===== config.mk =====
export PLATFORM = sky130hd
export DESIGN_NAME = alu_share_arbiter
export DESIGN_NICKNAME = d
export VERILOG_FILES = /design/src/rtl/alu_share_arbiter.sv
export SDC_FILE = /design/constraint.sdc
export NUM_CORES = 1
export LEC_CHECK = 0
export CORE_UTILIZATION = 37
export CTS_CLUSTER_SIZE = 30
export DETAILED_ROUTE_END_ITERATION = 8
export PLACE_DENSITY = 0.8
export SLEW_MARGIN = 20
export SYNTH_ARGS = -nofsm -noshare
export SYNTH_HDL_FRONTEND = slang
export SYNTH_SLANG_ARGS = --single-unit
export TNS_END_PERCENT = 50

===== constraint.sdc =====
create_clock -name clk_i -period 2.6 [get_ports clk_i]
set_input_delay 0.78 -clock clk_i [delete_from_list [all_inputs] [get_ports clk_i]]
set_output_delay 0.78 -clock clk_i [all_outputs]
set_load 0.02 [all_outputs]

===== src/rtl/alu_share_arbiter.sv =====
// Round-robin arbiter sharing one ALU between the execute stage (port 0) and the debug unit (port 1).
// Optional MUL_MULTICYCLE_EN: opcode 3'b101 occupies the ALU for MUL_CYCLES EXEC cycles.
module alu_share_arbiter #(
    parameter int WIDTH      = 32,
    parameter int MUL_CYCLES = 3
) (
    input  logic             clk_i,
    input  logic             rst_i,

    input  logic             req0_valid_i,
    output logic             req0_ready_o,
    input  logic [WIDTH-1:0] req0_data1_i,
    input  logic [WIDTH-1:0] req0_data2_i,
    input  logic [2:0]       req0_ctrl_i,
    output logic             resp0_valid_o,
    input  logic             resp0_ready_i,

    input  logic             req1_valid_i,
    output logic             req1_ready_o,
    input  logic [WIDTH-1:0] req1_data1_i,
    input  logic [WIDTH-1:0] req1_data2_i,
    input  logic [2:0]       req1_ctrl_i,
    output logic             resp1_valid_o,
    input  logic             resp1_ready_i,

    output logic [WIDTH-1:0] resp_data_o,

    output logic [WIDTH-1:0] alu_data1_o,
    output logic [WIDTH-1:0] alu_data2_o,
    output logic [2:0]       alu_ctrl_o,
    input  logic [WIDTH-1:0] alu_data_i,

    output logic             busy_o
);

    typedef enum logic [1:0] {
        IDLE = 2'd0,
        EXEC = 2'd1,
        RESP = 2'd2
    } state_t;

    localparam logic [2:0] OP_MUL = 3'b101;

    if (MUL_CYCLES < 2 || MUL_CYCLES > 15) begin : g_bad_mul_cycles
        $error("alu_share_arbiter: MUL_CYCLES must be in 2..15");
    end

    state_t           state;
    state_t           state_next;
    logic             last_grant;
    logic             owner;
    logic [WIDTH-1:0] op_data1;
    logic [WIDTH-1:0] op_data2;
    logic [2:0]       op_ctrl;
    logic [WIDTH-1:0] result;

    logic             grant_valid;
    logic             grant_port;
    logic             accept;
    logic             exec_last;
    logic             owner_resp_ready;
    logic [WIDTH-1:0] sel_data1;
    logic [WIDTH-1:0] sel_data2;
    logic [2:0]       sel_ctrl;

    // Contention goes to the port that did not win last; a lone requester always wins.
    always_comb begin
        grant_valid = req0_valid_i | req1_valid_i;
        grant_port  = 1'b0;
        if (req0_valid_i && req1_valid_i) begin
            grant_port = ~last_grant;
        end else if (req1_valid_i) begin
            grant_port = 1'b1;
        end
    end

    assign accept       = (state == IDLE) && grant_valid;
    assign req0_ready_o = accept && !grant_port;
    assign req1_ready_o = accept &&  grant_port;

    assign sel_data1 = grant_port ? req1_data1_i : req0_data1_i;
    assign sel_data2 = grant_port ? req1_data2_i : req0_data2_i;
    assign sel_ctrl  = grant_port ? req1_ctrl_i  : req0_ctrl_i;

    assign owner_resp_ready = owner ? resp1_ready_i : resp0_ready_i;

`ifdef MUL_MULTICYCLE_EN
    logic [3:0] exec_count;

    assign exec_last = (exec_count <= 4'd1);

    // Remaining EXEC cycles, loaded at the handshake so the ALU inputs stay frozen for MUL.
    always_ff @(posedge clk_i) begin
        if (!rst_i) begin
            exec_count <= 4'd0;
        end else if (accept) begin
            exec_count <= (sel_ctrl == OP_MUL) ? 4'(MUL_CYCLES) : 4'd1;
        end else if (state == EXEC && !exec_last) begin
            exec_count <= exec_count - 4'd1;
        end
    end
`else
    assign exec_last = 1'b1;
`endif

    always_ff @(posedge clk_i) begin
        if (!rst_i) begin
            state <= IDLE;
        end else begin
            state <= state_next;
        end
    end

    always_comb begin
        state_next = state;
        unique case (state)
            IDLE: begin
                if (accept) begin
                    state_next = EXEC;
                end
            end
            EXEC: begin
                if (exec_last) begin
                    state_next = RESP;
                end
            end
            RESP: begin
                if (owner_resp_ready) begin
                    state_next = IDLE;
                end
            end
            default: state_next = IDLE;
        endcase
    end

    // Reset drops any in-flight operation, so the result register is cleared as well.
    always_ff @(posedge clk_i) begin
        if (!rst_i) begin
            last_grant <= 1'b1;
            owner      <= 1'b0;
            op_data1   <= '0;
            op_data2   <= '0;
            op_ctrl    <= 3'b000;
            result     <= '0;
        end else begin
            if (accept) begin
                op_data1   <= sel_data1;
                op_data2   <= sel_data2;
                op_ctrl    <= sel_ctrl;
                owner      <= grant_port;
                last_grant <= grant_port;
            end
            if (state == EXEC && exec_last) begin
                result <= alu_data_i;
            end
        end
    end

    assign alu_data1_o   = op_data1;
    assign alu_data2_o   = op_data2;
    assign alu_ctrl_o    = (state == EXEC) ? op_ctrl : 3'b000;
    assign resp_data_o   = result;
    assign resp0_valid_o = (state == RESP) && !owner;
    assign resp1_valid_o = (state == RESP) &&  owner;
    assign busy_o        = (state != IDLE);

endmodule


==> out/metrics.yaml <==
global_routing:
  grt_overflow_total: 0
  grt_max_degree: 72
  grt_pass1_wl_um: 24470
  grt.total_usage_pct: 24.17
  grt_pass1_vias: 4985
  grt_antenna_before_repair: 0
clock_tree:
  clkLatencyLatePin_ps: 340
  cts_tree: "done"
  cts_sinks: 103
  cts_buffer_depth: 2
  cts_hold_buf: 0
  path_clk_slew_ps: 70
  cts_root_buf: "clkbuf_16"
  htree_levels: 3
  cts_buffers: 9
worst_setup_path:
  crit_type: "register to output pin"
  end_kind: "output pin"
  worstPathArrival_ps: 1710
  startpoint_type: "register"
  crit_required_ps: 1820
  cp_max_fo: 6
power_and_ir_drop:
  power.leakage_nw: 2.835
  power_density_nw_per_um2: 623.3
  ir_worst_vdd_mv: 0.3283
  p_sw_mw: 1.454
  internal_power_mw: 3.334
  swShare_pct: 30.37
  p_comb_share_pct: 30.6
  clockPowerShare_pct: 30.7
  seq_power_share_pct: 38.6
die:
  die_w_um: 112.3
  die_h_um: 112.3
  core_um2: 11610
  dieArea_um2: 12610
  io_pins: 276
  row_count: 39
  start_util_pct: 38.75
synthesis:
  syn_area_per_cell_um2: 8.183
  yosysWarnings: 0
  ys_seq_area_share_pct: 45.82
  syn_nets: 722
  synthXorXnorAreaFrac_pct: 0
  ys_ff_latch: 103
  synth_top_family_by_area: "compound AO/OA/AOI/OAI gates"
  yosys.area.top_type_share_pct: 45.82
  synth_edf_count: 0
  synth_compound_area_share_pct: 29.36
  yosysMostFrequentCell: "nand2_1"
  synthTopCellsByCount: "nand2_1, dfxtp_1, a21oi_1, clkbuf_1, a311oi_1"
  synthAdderAreaFrac_pct: 0
  yosys-top-cells-area: "dfxtp_1, nand2_1, a21oi_1"
  yosys.area.top_type: "dfxtp_1"
  async_reset_ff_share_pct: 0
  ys.flop_type: "dfxtp_1"
  netlist-cell-type-count: 26
  synthSimpleGateAreaFrac_pct: 18.57
  netlist_area_um2: 4501
  synth_mux_area_share_pct: 0.2224
  syn_inst: 550
detailed_routing:
  wirelength_um: 15840
  routedWlPerCell_um: 16.85
  firstDrtPassIters: 7
  dr_total_vias: 5024
  ant_nets: 0
  drtIter0Drc: 425
  via_per_inst: 5.345
  drcViolationCount: 20
layout:
  synthToLayoutAreaGrowth_pct: 70.70
  layout-drive-gt1-share_pct: 8.908
  fillers: 920
  antenna_cells: 0
  final_nets: 964
sta:
  worstMarginPinSlew_ps: 796.8
  rsz0062_at_grt: "false"
  clock_skew_ps: 4.379
  setup_tns_ps: 0
  slew_headroom_pct: 46.88
  setup_ws_ps: 113.7
  fmaxAchievable_mhz: 402.2
  slew_viol_final: 0
  finalSetupViolations: 0
  hold_violations: 0
  fin_crit_sh_pct: 95.63
  fin_crit_ps: 2486
placed_design:
  gp_congestion: 0.8511
  place_ws_ps: -534.2
  port_buffers: 275
  hpwl_um: 11130
worst_hold_path:
  hold_class: "register to register"
flow_run:
  maxCapViolCount: 0
status:
  violations: "DRC"
  outcome: "finished, violations left"
routing by layer:
| metal | GRT usage, % | part of all wire, % |
|---|---|---|
| met1 | 27.48 | 38 |
| met2 | 43.15 | 50 |
| met3 | 5.886 | 9.3 |
| met4 | 10.31 | 2.6 |
| met5 | 0 | 0 |
power groups by stage:
stage,registers (mW),logic (mW),clock network (mW)
6_report,1.85,1.47,1.47
5_1_grt,1.87,1.56,1.56
4_1_cts,1.85,1.47,1.48
3_5_place_dp,1.88,1.46,0
3_3_place_gp,1.87,1.44,0
2_1_floorplan,2.06,0.545,0
final timing paths:
kind | from | to | slack (ps) | depth (start not counted)
worst max-delay path | state[0] | alu_ctrl_o[0] | 110 | 3
worst max register to register | state[1] | alu_data2_o[14] | 480 | 5
worst min register to register | resp_data_o[29] | resp_data_o[29] | 460 | 2
worst min-delay path | resp_data_o[29] | resp_data_o[29] | 460 | 2
kinds of logic after synthesis:
kind of cell    count (synthesis)
flops                         103
mux                             1
buf+inv                        59
compound gates                173
simple gates                  214
layout make-up:
| cell class | count | area [µm²] | share of cell area (%) |
|---|---|---|---|
| sequential | 103 | 2063 | 26.86 |
| clock inverter | 7 | 102.6 | 1.335 |
| multi-input combinational | 388 | 2203 | 28.68 |
| inverter | 2 | 8.758 | 0.1140 |
| timing repair buffer | 288 | 2900 | 37.75 |
| tap | 143 | 178.9 | 2.329 |
| clock buffer | 9 | 225.2 | 2.932 |
cells in the final DEF, fill, tap and decap left out, drive strengths merged, types with 4 or more instances in the layout:
master	n
nor2	4
dfxtp	103
clkbuf	9
a311oi	67
nand2	199
and2	4
clkdlybuf4s50	270
buf	15
a21oi	101
stage by stage:
step | cells | hold WS, ps | power (mW) | instance area [µm²] | util [%]
after global placement | 924 | 441.0 | 3.316 | 7336 | 63.17
final | 940 | 455.4 | 4.788 | 7682 | 66.15
after CTS | 940 | 458.1 | 4.804 | 7666 | 66.01
after detailed placement | 924 | 448.1 | 3.347 | 7336 | 63.17
after global routing | 940 | 472.2 | 4.987 | 7682 | 66.15
after floorplan | 550 | 488.5 | 2.606 | 4501 | -
timing repair:
action                                  in CTS  in global routing
hold endpoints to repair                     0                  0
cloned                                       0                  0
gates resized for setup                     15                  5
buffers inserted                             0                  0
endpoints found under the setup margin      14                 18
worst max-delay path: stages (launching register included):
cell	delay (ps)
dfxtp_2	400
nor2b_4	220
and2_1	140
clkdlybuf4s50_1	610
sequential cells by signal, summed over array words and instances (netlist names):
signal and count:
last_grant 1, alu_data2_o 32, owner 1, alu_data1_o 32, op_ctrl 3, state 2, resp_data_o 32
Note: power is estimated with default switching activity, not from simulation.
